## config.mk

```make
export PLATFORM = sky130hd
export DESIGN_NAME = systolic_3by3
export DESIGN_NICKNAME = d
export VERILOG_FILES = /design/src/rtl/systolic_pkg.sv /design/src/rtl/systolic_pe.sv /design/src/rtl/systolic_3by3.sv
export SDC_FILE = /design/constraint.sdc
export NUM_CORES = 1
export LEC_CHECK = 0
export ABC_AREA = 0
export CORE_ASPECT_RATIO = 1.75
export CORE_MARGIN = 4
export CORE_UTILIZATION = 40
export CTS_CLUSTER_DIAMETER = 50
export DETAILED_ROUTE_END_ITERATION = 16
export GPL_ROUTABILITY_DRIVEN = 0
export GPL_TIMING_DRIVEN = 0
export SLEW_MARGIN = 40
export SYNTH_ARGS = -nofsm -noshare
export SYNTH_HDL_FRONTEND = slang
export SYNTH_SLANG_ARGS = --single-unit
export TNS_END_PERCENT = 20
```

## constraint.sdc

```tcl
create_clock -name clk -period 15.4 [get_ports clk]
set_input_delay 1.54 -clock clk [delete_from_list [all_inputs] [get_ports clk]]
set_output_delay 1.54 -clock clk [all_outputs]
set_load 0.05 [all_outputs]
```

## src/rtl/systolic_pkg.sv

```systemverilog
// Shared constants and output fitting for the 3x3 weight-stationary array.
// SATURATE_EN selects clamping instead of modulo truncation in fit().
package systolic_pkg;

  localparam int DATA_W = 8;
  localparam int ACC_W  = 20;
  localparam int KW     = 4;

  localparam int K_C22  = 4;
  localparam int K_C21  = 5;
  localparam int K_C12  = 8;
  localparam int K_C11  = 9;
  localparam int K_DONE = 10;

  function automatic logic [DATA_W-1:0] fit(
    input logic [ACC_W-1:0] s
  );
`ifdef SATURATE_EN
    if (|s[ACC_W-1:DATA_W]) fit = '1;
    else fit = s[DATA_W-1:0];
`else
    fit = s[DATA_W-1:0];
`endif
  endfunction

endpackage

```

## src/rtl/systolic_pe.sv

```systemverilog
// One processing element: stationary weight, registered activation
// hand-off to the right, combinational partial sum down the column.
// Ports: clk, rst, w, act_in, psum_in -> act_out, psum_out.
module systolic_pe
  import systolic_pkg::*;
(
  input  logic              clk,
  input  logic              rst,
  input  logic [DATA_W-1:0] w,
  input  logic [DATA_W-1:0] act_in,
  input  logic [ACC_W-1:0]  psum_in,
  output logic [DATA_W-1:0] act_out,
  output logic [ACC_W-1:0]  psum_out
);

  logic [2*DATA_W-1:0] prod;

  assign prod     = w * act_in;
  assign psum_out = psum_in + ACC_W'(prod);

  always_ff @(posedge clk or posedge rst) begin
    if (rst) act_out <= '0;
    else     act_out <= act_in;
  end

endmodule

```

## src/rtl/systolic_3by3.sv

```systemverilog
// 3x3 weight-stationary systolic MAC array computing a 2x2 valid
// convolution of a 4x4 image; one frame per reset.
// Ports: clk, rst (async high), B11..B33 weights, left1..3 lanes,
// C11..C22 captured window results, out = fitted column sum each cycle.
// SATURATE_EN: clamp results to 2^DATA_W-1 instead of truncating.
module systolic_3by3
  import systolic_pkg::*;
(
  input  logic              clk,
  input  logic              rst,
  input  logic [DATA_W-1:0] B11,
  input  logic [DATA_W-1:0] B12,
  input  logic [DATA_W-1:0] B13,
  input  logic [DATA_W-1:0] B21,
  input  logic [DATA_W-1:0] B22,
  input  logic [DATA_W-1:0] B23,
  input  logic [DATA_W-1:0] B31,
  input  logic [DATA_W-1:0] B32,
  input  logic [DATA_W-1:0] B33,
  input  logic [DATA_W-1:0] left1,
  input  logic [DATA_W-1:0] left2,
  input  logic [DATA_W-1:0] left3,
  output logic [DATA_W-1:0] C11,
  output logic [DATA_W-1:0] C12,
  output logic [DATA_W-1:0] C21,
  output logic [DATA_W-1:0] C22,
  output logic [DATA_W-1:0] out
);

  logic [DATA_W-1:0] w [3][3];
  logic [DATA_W-1:0] act [3][3];
  logic [DATA_W-1:0] tail_unused [3];
  logic [ACC_W-1:0]  psum [4][3];

  logic [DATA_W-1:0] l1_q1, l1_q2, l2_q1;
  logic [KW-1:0]     k;
  logic [ACC_W-1:0]  s;
  logic [DATA_W-1:0] y;

  assign w[0][0] = B11;
  assign w[0][1] = B12;
  assign w[0][2] = B13;
  assign w[1][0] = B21;
  assign w[1][1] = B22;
  assign w[1][2] = B23;
  assign w[2][0] = B31;
  assign w[2][1] = B32;
  assign w[2][2] = B33;

  // Lane skew: row r enters (3-r) cycles late so all rows line up.
  always_ff @(posedge clk or posedge rst) begin
    if (rst) begin
      l1_q1 <= '0;
      l1_q2 <= '0;
      l2_q1 <= '0;
    end else begin
      l1_q1 <= left1;
      l1_q2 <= l1_q1;
      l2_q1 <= left2;
    end
  end

  assign act[0][0] = l1_q2;
  assign act[1][0] = l2_q1;
  assign act[2][0] = left3;

  genvar r, c;
  generate
    for (c = 0; c < 3; c++) begin : g_top
      assign psum[0][c] = '0;
    end
    for (r = 0; r < 3; r++) begin : g_row
      for (c = 0; c < 3; c++) begin : g_col
        if (c == 2) begin : g_last
          systolic_pe u_pe (
            .clk      (clk),
            .rst      (rst),
            .w        (w[r][c]),
            .act_in   (act[r][c]),
            .psum_in  (psum[r][c]),
            .act_out  (tail_unused[r]),
            .psum_out (psum[r+1][c])
          );
        end else begin : g_mid
          systolic_pe u_pe (
            .clk      (clk),
            .rst      (rst),
            .w        (w[r][c]),
            .act_in   (act[r][c]),
            .psum_in  (psum[r][c]),
            .act_out  (act[r][c+1]),
            .psum_out (psum[r+1][c])
          );
        end
      end
    end
  endgenerate

  assign s = psum[3][0] + psum[3][1] + psum[3][2];
  assign y = fit(s);

  always_ff @(posedge clk or posedge rst) begin
    if (rst) begin
      k   <= '0;
      out <= '0;
      C11 <= '0;
      C12 <= '0;
      C21 <= '0;
      C22 <= '0;
    end else begin
      out <= y;
      if (k != KW'(K_DONE)) k <= k + 1'b1;
      if (k == KW'(K_C22)) C22 <= y;
      if (k == KW'(K_C21)) C21 <= y;
      if (k == KW'(K_C12)) C12 <= y;
      if (k == KW'(K_C11)) C11 <= y;
    end
  end

endmodule

```

==> out/summary.txt, run 1 <==
Period utilisation layout = 58.7%
Via/cell ratio = 4.72
Min cycle time layout = 9.04 ns
Global-route wire length before repair = 52,300 um
Top cell type by total area after synthesis = fa_1
Most frequent CP cell = fa_1
Layout area overhead = 19.9%
RSZ-0062 raised after global routing = no
Num Clock Sinks = 116
DRC = 0
Number of max-cap violations = 0
Worst Path Required = 15.76 ns
CP max stage cell = clkdlybuf4s50_1
Crit end category = flip-flop
Syn_area_per_cell = 10.2 sq um
Starting Density = 40.5%
Final Hold Viols = 0
Synth Warn # = 0
Hold Path Class = flip-flop to flip-flop
Clk_skew = 0.00713 ns
Number of cell rows = 85
CP Class = input port to flip-flop
Synth Cell Area = 12,400 sq um
Aggregate global-route resource usage = 20.7%
Antenna-violating nets left = 0
Fin nets = 1,788
Worst-margin pin slew = 0.543 ns
Htree depth = 4
Top area cells in the synthesized netlist = fa_1 28%, dfrtp_1 23%, ha_1 15%
DRT iter0 DRCs = 228
Mapped Nets = 1,631
Vias in the first global route = 9,534
Antenna diodes = 0
CTS Root Cell = clkbuf_16
Clock Pin Slew Worst Setup and Hold Paths = 0.05 ns
Post-CTS Hold Buffers = 0
Max-slew violations = 0
Die Ht = 241 um
Leading cell types by count after synthesis = 245 x inv_1, 196 x nand2_1, 172 x fa_1
Top FF cell, synth = dfrtp_1
Most common cell in the netlist = inv_1
Drt wl/cell = 18.6 um
Setup TNS = 0 ns
Post-synth EDFFs = 0
Final setup fails = 0
Seq/Total Area, Yosys = 23.3%
Netlist cell types = 22
Clock Path Buffers = 2
Async S/R FF share, synth = 100%
Post-synth top area share = 27.7%
CTS tree = built
I/O pin count = 138
Post-Route WL = 33,000 um
Postcts setup bufs = 0
Max Clk Rate = 0.111 GHz
Fillers = 2,876
Area of the core = 30,700 sq um
Worst-path cell chain = clkdlybuf4s50_1 -> nand2_1 -> fa_1 -> fa_1 -> inv_1 -> fa_1 -> fa_1 -> inv_1 -> fa_1 -> fa_1 -> fa_1 -> fa_1 -> fa_1 -> fa_1 -> inv_1 -> ha_1 -> a21o_1 -> a21oi_1 -> xnor2_1 -> xnor2_1 -> xnor2_1 -> xnor3_2 -> o21ai_1
Layout cells sized above 1 = 4.12%
Hpwl dp = 29,000 um
Die Area = 34,100 sq um
Synthesis-stage register bit count = 116
Critical Path Start Type = input port
Die width = 141 um
Clock insertion delay at the later pin of the skew report = 0.44 ns
Total gr overflow = 0
Post-cts sizing count = 0
Critical path arrival = 9.39 ns
Mapped Cells = 1,214
Crit-path max cell delay = 0.74 ns
Num CTS Buffers = 17
Drt first pass iters = 6
Detailed-route via count = 8,376
Critical path fanouts, max = 8
Rel. slew slack = 63.7%
Largest net degree at the start of global routing = 77
Initial antenna violation count = 0
Port Buf Inserts = 137
Outcome = completed
-- layer usage --
| metal | track usage [%] | up-vias | routed length, um |
|---|---|---|---|
| met4 | 8.37 | 0 | 1200 |
| met2 | 40.0 | 186 | 18900 |
| met3 | 3.97 | 62 | 1250 |
| met5 | 0 | - | 0 |
| li1 | - | 3920 | - |
| met1 | 21.6 | 4208 | 11600 |
-- area by class of cell --
type	count	area (sq um)	share of cell area, %
multi-input cells	849	8600	57.6
flip-flops and latches	116	2900	19.5
repair buffers	138	1400	9.38
inverters	245	927	6.21
well taps	391	489	3.28
clock buffers	22	484	3.25
clock inverters	9	101	0.679
plain buffers	4	15.0	0.101
-- state kept, by name, indices dropped and copies added, names as in the netlist --
register / cells
g_row.g_col.g_mid.u_pe.act_out: 48
C22: 8
out: 8
l1_q2: 8
C21: 8
C11: 8
l1_q1: 8
k: 4
C12: 8
l2_q1: 8
-- through the flow --
step | cells | area, sq um | hold WS, ns | utilization (%) | setup WS (ns)
after floorplan | 1214 | 12400 | 0.331 | - | 7.21
after global placement | 1742 | 14300 | 0.332 | 46.5 | 5.92
after detailed placement | 1743 | 14300 | 0.336 | 46.6 | 5.85
after CTS | 1774 | 14900 | 0.347 | 48.5 | 6.31
after global routing | 1774 | 14900 | 0.348 | 48.5 | 6.08
final | 1774 | 14900 | 0.344 | 48.5 | 6.36
-- logic make-up after synthesis --
logic type      after synthesis  share of synthesized area, %
fa+ha+maj                   319                          42.5
simple gates                349                          13.7
xor+xnor                    142                          10.6
compound gates               23                          1.01
mux                          16                          1.45
flops                       116                          23.3
buf+inv                     249                          7.51
-- critical path: cells and delay by family --
family,cells,cell delay (ns)
xor+xnor,4,0.86
fa+ha+maj,11,5.34
buf+inv,4,0.90
simple gates,1,0.14
compound gates,3,0.61
-- cell usage in the layout, fill, tap and decap left out, drive strengths merged --
master         count
a21oi              2
fa               172
a21o               3
xnor2            109
clkbuf            26
xor2              29
o21ai             17
clkinvlp           1
and2             149
nand2            197
inv              246
clkinv             5
clkdlybuf4s50    137
nand3              1
buf                1
bufinv             2
xnor3              4
a211oi             1
mux2              16
ha               147
dfrtp            116
nor2b              2
-- final timing paths --
kind	depth (start not counted)	slack (ns)	start	end
setup / recovery	23	6.36	B32[0]	C21[7]
hold / removal	0	0.34	l1_q1[3]	l1_q2[3]
setup reg to reg	22	7.52	g_row[1].g_col[0].g_mid.u_pe.act_out[0]	C21[7]
hold reg to reg	0	0.34	l1_q1[3]	l1_q2[3]
max in group asynchronous	3	13.20	rst	C11[4]
min in group asynchronous	2	1.50	rst	l2_q1[7]
Power of run 1 is left out: the tool's default activity adds up to more than one toggle a clock period on the data nets, which glitch-free logic cannot reach.
==> run 2, diff against run 1 <==
- clock period: 15.4 -> 8.3 ns (I/O delays scaled with it)
==> run 2 against run 1 <==
Sequential cell count unchanged. First-iteration DRC count up 7.0%. Hold slack about the same. Clock skew about the same. Via count up 0.16%. Global-route usage unchanged. Setup slack worse by 6.1 ns. Critical path type unchanged. Largest cell class unchanged.
==> out/summary.txt, run 2 (same netlist as run 1, synthesis figures left out) <==
Detailed-route via count = 8,389 (+0.16%)
Max Clk Rate = 0.124 GHz
R2R Path Start = g_row[1].g_col[0].g_mid.u_pe.act_out[0]
Worst-path cell chain = clkdlybuf4s50_1 -> nand2_1 -> fa_1 -> fa_1 -> fa_1 -> inv_1 -> fa_1 -> fa_1 -> fa_2 -> fa_1 -> fa_1 -> fa_1 -> inv_1 -> fa_1 -> inv_1 -> ha_1 -> a21oi_2 -> xnor2_1 -> xnor2_1 -> xnor2_1 -> xnor3_2 -> o21ai_2
Critical path arrival = 8.45 ns (-0.94 ns)
Reg2reg path depth = 22 (unchanged)
Total gr overflow = 0 (unchanged)
Clock Pin Slew Worst Setup and Hold Paths = 0.05 ns (about the same)
Die Area = 34,100 sq um (unchanged)
Post-Route WL = 33,000 um (about the same)
Met2 Use GR = 40.0% (unchanged)
DP Worst Slack = -0.544 ns (-6.39 ns)
DRC = 0 (unchanged)
Clk_skew = 0.00691 ns (-0.000224 ns)
GRT met1 Usage = 21.6% (unchanged)
Clock insertion delay at the later pin of the skew report = 0.44 ns (about the same)
Reg2Reg Setup Slack = 0.38 ns (-7.14 ns)
Port Buf Inserts = 137 (unchanged)
Commonest non-fill, non-tap cell in the layout = inv_1
Final core utilization = 48.9% (+0.32 points)
Area of the core = 30,700 sq um (unchanged)
Worst Path Required = 8.67 ns (-7.09 ns)
Worst setup endpoint = C11[7]
Via/cell ratio = 4.73 (about the same)
Num CTS Buffers = 17 (unchanged)
Die Ht = 241 um (unchanged)
Most frequent CP cell = fa_1
Aggregate global-route resource usage = 20.7% (unchanged)
CTS tree = built
Layout area overhead = 20.7%
Biggest register = g_row.g_col.g_mid.u_pe.act_out
CP Class = input port to flip-flop
Top Usage Layer GRT = met2
DRT iter0 DRCs = 244 (+7.0%)
Max-slew violations = 0 (unchanged)
Rel. slew slack = 63.7% (about the same)
Max FFs per register = 48 (unchanged)
Final Hold Viols = 0 (unchanged)
Worst-margin pin slew = 0.542 ns (-0.000201 ns)
Clock Path Buffers = 2 (unchanged)
Largest net degree at the start of global routing = 77 (unchanged)
Worst setup margin = 0.215 ns (-6.15 ns)
Hold wc startpoint = l1_q1[7]
Num Clock Sinks = 116 (unchanged)
Antenna-violating nets left = 0 (unchanged)
Crit. Startpoint = B33[5]
Hold Path Class = flip-flop to flip-flop
Critical path fanouts, max = 5 (-3)
Drt first pass iters = 6 (unchanged)
Outcome = completed
Final setup fails = 0 (unchanged)
Layout cells sized above 1 = 4.92% (+0.80 points)
Postcts setup bufs = 0 (unchanged)
RSZ-0062 raised after global routing = no
Period utilisation layout = 97.4%
CP max stage cell = fa_2
Die width = 141 um (unchanged)
Number of cell rows = 85 (unchanged)
Vias in the first global route = 9,534 (unchanged)
Global-route wire length before repair = 52,300 um (unchanged)
Starting Density = 40.5% (unchanged)
Most frequent cells in the layout = 244 x inv_1, 196 x nand2_1, 171 x fa_1
Crit end category = flip-flop
Initial antenna violation count = 1 (+1)
Drt wl/cell = 18.6 um (about the same)
Hpwl dp = 29,000 um (unchanged)
I/O pin count = 138 (unchanged)
R2R Path End = C11[7]
Critical Path Start Type = input port
Htree depth = 4 (unchanged)
CTS Root Cell = clkbuf_16
GR Util met3 = 3.97% (unchanged)
Crit-path max cell delay = 0.61 ns (-0.13 ns)
Fin nets = 1,788 (unchanged)
Number of max-cap violations = 0 (unchanged)
Min cycle time layout = 8.08 ns
==> run 2: how the worst min path moves through the flow <==
stage                          end  cells after the start  slack [ns]
final                     l1_q2[7]                      0        0.34
after global routing      l1_q2[0]                      0        0.35
after CTS                 l1_q2[0]                      0        0.35
after detailed placement  l1_q2[1]                      0        0.34
after global placement    l1_q2[6]                      0        0.33
after floorplan           l1_q2[0]                      0        0.33
==> run 2: what timing repair did <==
action                     4_1_cts  5_1_grt
setup endpoints to repair        4        5
pin swaps                        0       24
resized for setup                8       58
hold buffers                     0        0
==> run 2: critical path, delay by kind of cell <==
family | cells | cell delay (ns)
AND/OR/NAND/NOR | 1 | 0.08
XOR/XNOR | 4 | 0.99
adder cells (fa/ha/maj) | 11 | 5.48
buffers and inverters | 4 | 0.69
AO/OA/AOI/OAI | 2 | 0.36
==> run 2: cell type report <==
type                    instances  area, sq um
flip-flops and latches        116         2900
inverters                     245          927
clock buffers                  22          484
plain buffers                   4         15.0
multi-input cells             849         8620
repair buffers                138         1470
fillers                      2865        15700
clock inverters                 9          101
well taps                     391          489
diodes                          1         2.50
==> run 2: layer usage <==
metal,vias to the layer above,wire [um],part of all wire (%)
met5,-,0,0
met4,0,1310,4.0
met3,63,1270,3.8
met2,175,18900,57
met1,4223,11600,35
li1,3928,-,-
==> run 2: metrics by stage <==
stage / hold slack, ns / cells / cell area, sq um / setup TNS [ns]
global route: 0.348 / 1774 / 15000 / 0
finish: 0.344 / 1775 / 15000 / 0
detailed placement: 0.336 / 1743 / 14300 / -2.48
global placement: 0.332 / 1742 / 14300 / -2.25
floorplan: 0.331 / 1214 / 12400 / 0
CTS: 0.347 / 1774 / 14900 / 0
Power of run 2 is left out for the same reason.
==> run 3, diff against run 2 <==
- CORE_UTILIZATION: 40 -> 49
- PLACE_DENSITY: default -> 0.74
==> run 3 against run 2 <==
Die area fell by 18%. Sequential share of layout area hardly changed. Via count up 3.1%. Largest cell class unchanged.
==> out/summary.txt, run 3 (same netlist as run 1, synthesis figures left out) <==
DRT iter0 DRCs = 353 (+45%)
CP Class = input port to flip-flop
Area of the core = 24,800 sq um (-19%)
Die width = 128 um (-9.1%)
Die Ht = 219 um (-9.3%)
Antenna-violating nets left = 0 (unchanged)
I/O pin count = 138 (unchanged)
CTS Root Cell = clkbuf_16
Most frequent CP cell = fa_1
Post-CTS Hold Buffers = 0 (unchanged)
Worst Path Required = 8.66 ns (about the same)
Hold slack = 0.346 ns (+0.00176 ns)
Hold Path Class = flip-flop to flip-flop
Clock Pin Slew Worst Setup and Hold Paths = 0.06 ns (about the same)
CTS tree = built
Critical path fanouts, max = 5 (unchanged)
Clock insertion delay at the later pin of the skew report = 0.43 ns (about the same)
Clk_skew = 0.00864 ns (+0.00173 ns)
Clock Path Buffers = 2 (unchanged)
Post-Route WL = 31,700 um (-3.9%)
Aggregate global-route resource usage = 24.1% (+3.4 points)
Commonest non-fill, non-tap cell in the layout = inv_1
Max Clk Rate = 0.123 GHz (-0.55%)
Die Area = 28,100 sq um (-18%)
Worst-margin pin slew = 0.541 ns (-0.00114 ns)
Worst setup margin = 0.170 ns (-0.0450 ns)
Fin nets = 1,788 (unchanged)
Starting Density = 50.1% (+9.6 points)
Layout area overhead = 20.5%
Reg2Reg Setup Slack = 0.47 ns (+0.09 ns)
Fillers = 2,057 (-28%)
Number of max-cap violations = 0 (unchanged)
Layout cells sized above 1 = 4.19% (-0.72 points)
Postcts setup bufs = 0 (unchanged)
Global-route wire length before repair = 50,300 um (-3.9%)
Max FFs per register = 48 (unchanged)
Detailed-route via count = 8,645 (+3.1%)
Port Buf Inserts = 137 (unchanged)
CP max stage cell = fa_1
Critical Path Start Type = input port
Critical path's top delay family = adder cells
DRC = 0 (unchanged)
Initial antenna violation count = 0 (-1)
Num Clock Sinks = 116 (unchanged)
Vias in the first global route = 9,592 (+0.61%)
Final Hold Viols = 0 (unchanged)
Number of cell rows = 76 (-11%)
Outcome = completed
Via/cell ratio = 5.10 (+7.9%)
Hpwl dp = 27,500 um (-5.1%)
Total gr overflow = 0 (unchanged)
Rel. slew slack = 63.8% (+0.076 points)
Largest net degree at the start of global routing = 60 (-22%)
Drt wl/cell = 18.7 um (+0.68%)
Most frequent cells in the layout = 244 x inv_1, 196 x nand2_1, 172 x fa_1
Final setup fails = 0 (unchanged)
Biggest register = g_row.g_col.g_mid.u_pe.act_out
Drt first pass iters = 7 (+1)
Htree depth = 4 (unchanged)
Buf+Inv Stages, Crit Path = 5 (+1)
Final core utilization = 60.4% (+12 points)
Min cycle time layout = 8.13 ns (+0.0450 ns)
DP Worst Slack = -0.455 ns (+0.0884 ns)
Crit-path max cell delay = 0.61 ns (about the same)
Max-slew violations = 0 (unchanged)
Antenna diodes = 0 (-1)
Worst-path cell chain = clkdlybuf4s50_1 -> and2_1 -> fa_1 -> fa_1 -> inv_1 -> fa_1 -> fa_1 -> fa_1 -> inv_1 -> fa_1 -> fa_1 -> fa_1 -> fa_1 -> inv_1 -> fa_1 -> inv_1 -> ha_4 -> a21oi_4 -> xnor2_2 -> xnor2_1 -> xnor2_1 -> xnor3_2 -> o21ai_1
Num CTS Buffers = 17 (unchanged)
Critical path arrival = 8.49 ns (+0.04 ns)
Period utilisation layout = 98.0% (+0.54 points)
Crit end category = flip-flop
run 3: layout make-up:
type                       count  area, sq um  share of cell area (%)
clock buffer                  23          478                    3.19
inverter                     245          927                    6.19
timing repair buffer         138         1470                    9.78
buffer                         4         15.0                   0.100
clock inverter                 8          171                    1.14
tap                          312          390                    2.61
multi-input combinational    849         8630                    57.6
sequential                   116         2900                    19.4
run 3: layer usage:
metal	wire length [um]	track usage (%)
met5	0	0
met4	1940	13.6
met3	1390	3.84
met2	17800	44.8
met1	10600	25.0
run 3: final timing paths:
kind | from | end | cells past startpoint
max | B31[6] | C21[7] | 23
min | l1_q1[6] | l1_q2[6] | 0
max reg2reg | g_row[1].g_col[0].g_mid.u_pe.act_out[0] | C21[7] | 21
min reg2reg | l1_q1[6] | l1_q2[6] | 0
max in group asynchronous | rst | C12[4] | 3
min in group asynchronous | rst | g_row[0].g_col[1].g_mid.u_pe.act_out[5] | 2
run 3: worst register-to-register path, cell delays in order (launching register included):
cell     delay (ns)
dfrtp_1        0.55
and2_1         0.25
fa_1           0.53
inv_1          0.06
fa_1           0.51
fa_1           0.57
fa_1           0.44
fa_1           0.56
fa_1           0.47
fa_1           0.53
fa_1           0.45
fa_1           0.48
fa_1           0.50
inv_1          0.05
ha_1           0.32
a21o_1         0.21
a21oi_4        0.18
xnor2_2        0.15
xnor2_1        0.15
xnor2_1        0.17
xnor3_2        0.46
o21ai_1        0.17
run 3: what timing repair did:
action | 4_1_cts | 5_1_grt
setup endpoints to repair | 4 | 5
pin swaps | 0 | 10
gates resized for setup | 1 | 31
hold endpoints to repair | 0 | 0
run 3: metrics by stage:
step | instances | instance area [sq um] | setup TNS (ns)
finish | 1695 | 15000 | 0
global route | 1695 | 15000 | -0.0305
CTS | 1695 | 14900 | 0
detailed placement | 1664 | 14200 | -2.13
global placement | 1663 | 14200 | -1.96
floorplan | 1214 | 12400 | 0
Power of run 3 is left out for the same reason.
